File: src/rtl/adxl362_spi_master.sv
// adxl362_spi_master: turns single-register read/write requests into ADXL362
// SPI frames (mode 0, MSB first) on sclk/mosi/miso/ncs.
// Optional feature macro: ADXL362_SPI_FIFO_CMD_EN. When defined, op=10 issues
// the FIFO read command 0x0D as a 16-bit frame. Otherwise op=10 is rejected.
// Handshake: start acts as valid and ready as ready. A request transfers in the
// cycle where start=1 and ready=1. start while ready=0 is dropped silently.
// err and rdata_valid are single-cycle pulses with no backpressure.
module adxl362_spi_master #(
  parameter int CLK_DIV = 4,
  parameter int CS_IDLE = 4
) (
  input  logic       clk,
  input  logic       rst,
  input  logic       start,
  input  logic [1:0] op,
  input  logic [7:0] addr,
  input  logic [7:0] wdata,
  output logic       ready,
  output logic [7:0] rdata,
  output logic       rdata_valid,
  output logic       err,
  output logic       sclk,
  output logic       mosi,
  input  logic       miso,
  output logic       ncs
);

  typedef enum logic [1:0] {
    IDLE  = 2'd0,
    SHIFT = 2'd1,
    HOLD  = 2'd2,
    GAP   = 2'd3
  } state_t;

  // The gap state covers CS_IDLE-1 cycles. ready then rises in the last
  // ncs-high cycle, so a start held high gives exactly CS_IDLE cycles of ncs
  // high between frames.
  localparam logic [15:0] DIV_LAST = 16'(CLK_DIV - 1);
  localparam logic [15:0] GAP_LAST = 16'((CS_IDLE >= 2) ? CS_IDLE - 2 : 0);

  state_t      state, state_nx;
  logic [15:0] cnt;
  logic [4:0]  bit_cnt;
  logic [23:0] tx_sr;
  logic [7:0]  rx_sr;
  logic        sclk_q;
  logic        is_read;
  logic        accept;
  logic        reject;
  logic        div_end;
  logic        op_legal;
  logic [23:0] load_word;
  logic [4:0]  load_bits;

  assign div_end = (cnt == DIV_LAST);

  // Decode the request into its frame contents and legality.
  always_comb begin
    op_legal  = 1'b0;
    load_word = '0;
    load_bits = 5'd24;
    case (op)
      2'b00: begin
        op_legal  = 1'b1;
        load_word = {8'h0A, addr, wdata};
      end
      2'b01: begin
        op_legal  = 1'b1;
        load_word = {8'h0B, addr, wdata};
      end
`ifdef ADXL362_SPI_FIFO_CMD_EN
      2'b10: begin
        op_legal  = 1'b1;
        load_word = {8'h0D, 16'h0000};
        load_bits = 5'd16;
      end
`endif
      default: op_legal = 1'b0;
    endcase
  end

  // Next-state logic plus the accept/reject strobes.
  always_comb begin
    state_nx = state;
    accept   = 1'b0;
    reject   = 1'b0;
    case (state)
      IDLE: begin
        if (start) begin
          if (op_legal) begin
            accept   = 1'b1;
            state_nx = SHIFT;
          end else begin
            reject = 1'b1;
          end
        end
      end
      SHIFT: if (div_end && sclk_q && bit_cnt == 5'd1) state_nx = HOLD;
      HOLD:  if (div_end) state_nx = (CS_IDLE >= 2) ? GAP : IDLE;
      GAP:   if (cnt == GAP_LAST) state_nx = IDLE;
      default: state_nx = IDLE;
    endcase
  end

  // State register.
  always_ff @(posedge clk) begin
    if (rst) state <= IDLE;
    else     state <= state_nx;
  end

  // Datapath: phase counter, shift registers, and the rdata/err pulses.
  always_ff @(posedge clk) begin
    if (rst) begin
      cnt         <= '0;
      bit_cnt     <= '0;
      tx_sr       <= '0;
      rx_sr       <= '0;
      sclk_q      <= 1'b0;
      is_read     <= 1'b0;
      rdata       <= '0;
      rdata_valid <= 1'b0;
      err         <= 1'b0;
    end else begin
      rdata_valid <= 1'b0;
      err         <= reject;
      if (state == IDLE || state_nx != state || (state == SHIFT && div_end))
        cnt <= '0;
      else
        cnt <= cnt + 16'd1;
      if (accept) begin
        tx_sr   <= load_word;
        bit_cnt <= load_bits;
        is_read <= (op != 2'b00);
        sclk_q  <= 1'b0;
      end
      if (state == SHIFT && div_end) begin
        if (!sclk_q) begin
          sclk_q <= 1'b1;
          rx_sr  <= {rx_sr[6:0], miso};
        end else begin
          sclk_q  <= 1'b0;
          tx_sr   <= {tx_sr[22:0], 1'b0};
          bit_cnt <= bit_cnt - 5'd1;
        end
      end
      if (state == HOLD && div_end && is_read) begin
        rdata       <= rx_sr;
        rdata_valid <= 1'b1;
      end
    end
  end

  assign ncs   = !(state == SHIFT || state == HOLD);
  assign sclk  = sclk_q;
  assign mosi  = (state == SHIFT) ? tx_sr[23] : 1'b0;
  assign ready = (state == IDLE);

endmodule

File: config.mk
export PLATFORM = sky130hd
export DESIGN_NAME = adxl362_spi_master
export DESIGN_NICKNAME = d
export VERILOG_FILES = /design/src/rtl/adxl362_spi_master.sv
export SDC_FILE = /design/constraint.sdc
export NUM_CORES = 1
export LEC_CHECK = 0
export ABC_AREA = 1
export ABC_CLOCK_PERIOD_IN_PS = 2190
export BUFFER_PORTS_ARGS = -buffer_cell sky130_fd_sc_hd__buf_2
export CELL_PAD_IN_SITES_DETAIL_PLACEMENT = 2
export CELL_PAD_IN_SITES_GLOBAL_PLACEMENT = 2
export CORE_MARGIN = 2
export CORE_UTILIZATION = 35
export CTS_BUF_LIST = sky130_fd_sc_hd__clkbuf_4
export DETAILED_ROUTE_END_ITERATION = 12
export GPL_TIMING_DRIVEN = 0
export MAX_ROUTING_LAYER = met4
export PLACE_DENSITY = 0.81
export SLEW_MARGIN = 15
export SYNTH_ARGS = -nofsm -noshare
export SYNTH_HDL_FRONTEND = slang
export SYNTH_SLANG_ARGS = --single-unit
File: constraint.sdc
create_clock -name clk -period 2.19 [get_ports clk]
set_clock_uncertainty 0.15 [all_clocks]
set_input_delay 0 -clock clk [delete_from_list [all_inputs] [get_ports clk]]
set_output_delay 0 -clock clk [all_outputs]
set_load 0.005 [all_outputs]
==> results of run 1 <==
==> flip-flops by register name (all words and copies together) (netlist names) <==
register and count:
tx_sr 24, cnt 16, rdata 8, rx_sr 8
bit_cnt 5, state 2, err 1, is_read 1
rdata_valid 1, sclk 1
==> kinds of logic after synthesis <==
| logic type | synth area share |
|---|---|
| AO/OA/AOI/OAI | 0.129 |
| adder cells (fa/ha/maj) | 0.0330 |
| flip-flops | 0.442 |
| multiplexers | 0.00659 |
| buffers and inverters | 0.0675 |
| AND/OR/NAND/NOR | 0.285 |
| XOR/XNOR | 0.0375 |
==> final timing paths <==
kind,slack [ns],from,end
worst max register to register,0.12,cnt[1],cnt[10]
worst min register to register,0.31,cnt[0],cnt[0]
worst max-delay path,0.12,cnt[1],cnt[10]
worst min-delay path,0.19,miso,rx_sr[0]
==> cell type report <==
class                      count  area [µm²]
buffer                        14        81.3
clock buffer                  10        75.1
clock inverter                 6        88.8
fill                         964        4520
inverter                      35         131
multi-input combinational    270        1510
sequential                    67        1350
tap                          105         131
timing repair buffer          59         415
==> report_power, final <==
| group | internal [mW] | switching, mW | total, mW |
|---|---|---|---|
| clock network | 0.478 | 0.495 | 0.972 |
| registers | 1.30 | 0.0588 | 1.36 |
| logic | 0.268 | 0.505 | 0.772 |
==> cells in the final DEF, fill, tap and decap left out, types with 2 or more instances in the layout <==
| master | count |
|---|---|
| a22oi_1 | 4 |
| o21ai_0 | 33 |
| nor3_2 | 10 |
| nand2_1 | 65 |
| clkbuf_1 | 5 |
| xor2_1 | 5 |
| nand4_1 | 3 |
| mux2i_1 | 2 |
| dfxtp_2 | 3 |
| nor2_4 | 5 |
| dlygate4sd3_1 | 23 |
| inv_2 | 2 |
| xnor2_1 | 8 |
| dfxtp_1 | 64 |
| buf_2 | 35 |
| clkinvlp_4 | 2 |
| clkbuf_4 | 10 |
| ha_1 | 7 |
| nor3_1 | 10 |
| nand2_2 | 3 |
| buf_4 | 4 |
| a21oi_1 | 9 |
| inv_1 | 32 |
| buf_6 | 2 |
| bufinv_16 | 2 |
| clkbuf_2 | 4 |
| nand2_4 | 2 |
| a31oi_1 | 15 |
| nand3_1 | 13 |
| nor2_1 | 56 |
| nor2_2 | 8 |
==> layer usage <==
metal | vias up | track usage | share of wire
li1 | 1402 | - | -
met1 | 1408 | 0.221 | 0.43
met2 | 44 | 0.368 | 0.53
met3 | 13 | 0.0345 | 0.027
met4 | 0 | 0.0618 | 0.018
met5 | - | - | 0
==> worst max-delay path, stage by stage, from the launching register on <==
cell,delay (ns)
dfxtp_1,0.39
ha_2,0.22
nand2_1,0.10
nor2_4,0.17
nand3_4,0.15
nor2_2,0.13
nor2_1,0.05
nand2_1,0.08
nand2_1,0.09
nand2_2,0.09
nand2_4,0.09
buf_6,0.17
nor3_2,0.11
==> timing repair <==
item / 4_1_cts / 5_1_grt
endpoints found under the hold margin: 24 / 0
pin swaps: 0 / 3
hold buffers: 23 / 0
setup buffers: 0 / 2
setup endpoints to repair: 23 / 47
gates resized for setup: 4 / 16
==> metrics, run 1 <==
Row Count 33; number of max-cap violations 0; Slew Viols, Final 0; CTS H-tree lvls 3; syn nets 416; Leakage ~1.5 nW; Core Region roughly 8300 µm²; Core Util, Final 0.456; share of layout cells above drive strength 1 0.219; Num CTS Buffers 9; CTS sink count 67; Setup WS post-layout between 0.1 and 0.15 ns; Yosys cell types 36; Arr. time, crit path 2.26 ns; Ant. Diodes 0; pre-CTS setup slack -0.181 ns; count leader, synth dfxtp_1; Overall Global Routing Usage 0.200; Max VDD drop 0.318 mV; DP HPWL a little under 6000 µm; Clock Tree Buf Depth 2; CTS tree built; Die W about 100 µm; Startpoint Class register; Vias around 2900; placed cell areas around 3300 µm²; Post-Synthesis Cells 386; Clock Latency Late Sink ~0.42 ns; setup total negative slack 0 ns; fin crit period ~2.1 ns; CP required 2.38 ns; prevailing post-synth register cell dfxtp_1; area of the mapped netlist 3040 µm²; non-filler instance count after layout 566; fmax 0.484 GHz; DP Cell Count between 500 and 600; vias in the first global route approximately 3200; first-pass GRT wire length 15000 µm; synth top area cells dfxtp_1 44%, nand2_1 8.0%, nor2_1 7.4%, o21ai_0 5.6%, inv_1 4.1%; Worst Tran Pin Value between 0.5 and 0.6 ns; gr ovfl total 0; fin crit share 0.944; Worst slew margin 0.641; final hold violations 0; io pins 36; status completed; final setup fails 0; initial antenna violation count 0; clock slew at reported path FFs 0.13 ns; critical path class reg2reg; Clock Tree Root clkbuf_4; ANT nets after route 0; hold_ws 0.189 ns; Cells on Worst Hold Path 4; R2R depth 12; Die Y 97.2 µm; Initial DRC Count 37; # DRC 0; Detailed Routing Iterations Pass 1 4; Yosys Warn Count 0; final instance area between 3000 and 4000 µm²; Yosys reg bits 67; IO Port Bufs 34; worst min path class in2reg; CP endpoint kind register; critical-path maximum fanout 10; area grow syn2layout 24.5%; sequential area share after synthesis 0.442; final WL 9260 µm; gpl congestion roughly 0.76; Via density 5.07; ys async rst share 0; Layout Nets around 490; Yosys top cell by area dfxtp_1; DR WL/cell roughly 16 µm; pin count of the biggest net entering global routing 13; Initial Util 0.366; Yosys top cell area share 0.442; EDFF count, synth 0; Die ar. roughly 9400 µm²; Synth top cells by count 67 x dfxtp_1, 65 x nand2_1, 60 x nor2_1; total power around 3.1 mW; Synth Area per Inst 7.87 µm²; Pwr Density around 800 nW/µm²
Note: power is estimated with default switching activity, not from simulation.
==> run 2, diff against run 1 <==
==> constraint.sdc (replaced) <==
create_clock -name clk -period 2.19 [get_ports clk]
set_clock_uncertainty 0.15 [all_clocks]
set_input_delay 0.1095 -clock clk [delete_from_list [all_inputs] [get_ports clk]]
set_output_delay 0.1095 -clock clk [all_outputs]
set_load 0.005 [all_outputs]
==> run 2 against run 1 <==
  * Non-clock buffer count is 2 lower
  * Critical path type unchanged
  * Sequential power hardly changed
  * Cell area is 0.56% lower
  * Die area stayed put
  * Core utilization is 0.26 points lower
  * Worst hold slack worse by 0.077 ns
  * Critical path depth stayed put
==> metrics, run 2 (same netlist as run 1, synthesis figures left out) <==
Startpoint Class register; CTS tree built; area grow syn2layout 23.8%; Detailed Routing Iterations Pass 1 4; Leakage 1.51 nW; Clock Tree Root clkbuf_4; DR WL/cell 15.8 µm; ANT nets after route 0; final setup fails 0; biggest regs tx_sr: 24 flops, cnt: 16 flops; non-filler instance count after layout 564; Vias ~2800; clock slew at reported path FFs 0.12 ns; Initial Util 0.366; Top reg by flops tx_sr; CP endpoint kind register; Arr. time, crit path around 2.2 ns; Worst slew margin 0.678; slowest CP cell dfxtp_1; DP HPWL ~5900 µm; commonest non-fill, non-tap cell in the layout nand2_1; Slew Viols, Final 0; pin count of the biggest net entering global routing 13; DP Cell Count approximately 530; first-pass GRT wire length 15100 µm; fin crit period around 2.0 ns; fmax a little under 0.5 GHz; gr ovfl total 0; Clock Tree Buf Depth 2; # DRC 0; final hold violations 0; CP max stage delay roughly 0.38 ns; Worst Tran Pin Value ~0.48 ns; IO Port Bufs 34; Initial DRC Count 54; Max VDD drop between 0.4 and 0.5 mV; Core Region 8300 µm²; io pins 36; Via density 5.03; most frequent cells in the layout 65 x nand2_1, 63 x dfxtp_1, 56 x nor2_1; CTS H-tree lvls 3; Ant. Diodes 0; Die Y a little under 100 µm; Die W around 97 µm; Die ar. about 9400 µm²; gpl congestion around 0.76; vias in the first global route 3137; worst min path class in2reg; share of layout cells above drive strength 1 0.222; Row Count 33; Overall Global Routing Usage 0.202; final WL around 9000 µm; Layout Nets 484; critical-path maximum fanout 10; total power between 3 and 4 mW; Pwr Density 817 nW/µm²; Critical Path Most Common Cell nand2_1; CTS sink count 67; CP required between 2 and 2.5 ns; fin crit share 0.932; status completed; critical path class reg2reg; number of max-cap violations 0; Num CTS Buffers 9; Largest register FFs 24; CP Cell Sequence ha_2 > nand2_1 > nor2_4 > nand3_4 > nor2_2 > nor2_1 > nand2_1 > nand2_1 > nand2_2 > nand2_4 > buf_6 > nor3_2; initial antenna violation count 0; Clock Latency Late Sink 0.41 ns
==> run 2: cell count changes in the layout (fill, tap and decap cells not counted), sizes merged <==
cell	before	now
buf	41	42
clkbuf	19	18
dlygate4sd3	23	21
==> run 2: area by class of cell <==
class                   instances  area (µm²)
fillers                       971        4540
plain buffers                  14        80.1
well taps                     105         131
flip-flops and latches         67        1350
clock inverters                 6        88.8
multi-input cells             270        1510
clock buffers                  10        75.1
repair buffers                 57         395
inverters                      35         131
==> run 2: critical path, delay by kind of cell (launching register included) <==
kind | cells | cell delay (ns)
adder cells (fa/ha/maj) | 1 | 0.22
buffers and inverters | 1 | 0.17
flip-flops | 1 | 0.38
AND/OR/NAND/NOR | 10 | 1.06
==> run 2: final timing paths <==
path               start       end  slack [ns]  cells past startpoint
hold / removal     op[1]  state[0]        0.11                      6
setup reg to reg  cnt[1]   cnt[10]        0.15                     12
hold reg to reg   cnt[0]    cnt[0]        0.31                      1
setup / recovery  cnt[1]   cnt[10]        0.15                     12
==> run 2: where the power goes <==
part           internal, mW  switching [mW]  leakage [nW]  total, mW
Combinational         0.264           0.489         0.885      0.753
Clock                 0.478           0.481        0.0830      0.958
Sequential             1.30          0.0592         0.544       1.36
==> run 2: through the flow <==
step | setup WS, ns | TNS, ns | util | hold slack, ns | area, µm²
after global placement | -0.149 | -1.46 | 0.402 | 0.183 | 3340
after CTS | 0.00849 | 0 | 0.449 | 0.0610 | 3720
after global routing | -0.00829 | -0.00829 | 0.453 | 0.142 | 3760
final | 0.148 | 0 | 0.453 | 0.112 | 3760
after floorplan | 0.318 | 0 | - | 0.0778 | 3040
after detailed placement | -0.181 | -2.25 | 0.402 | 0.197 | 3340
==> run 2: repair_timing <==
| item | in CTS | in global routing |
|---|---|---|
| hold endpoints to repair | 22 | 0 |
| endpoints found under the setup margin | 23 | 44 |
| hold buffers | 21 | 0 |
| resized for setup | 4 | 21 |
| pin swaps | 0 | 2 |
| buffers inserted | 0 | 2 |
==> run 2: layer usage <==
layer / track usage / part of all wire / up-vias
li1: - / - / 1401
met1: 0.225 / 0.44 / 1391
met2: 0.370 / 0.53 / 37
met3: 0.0353 / 0.025 / 8
met4: 0.0585 / 0.010 / 0
met5: - / 0 / -
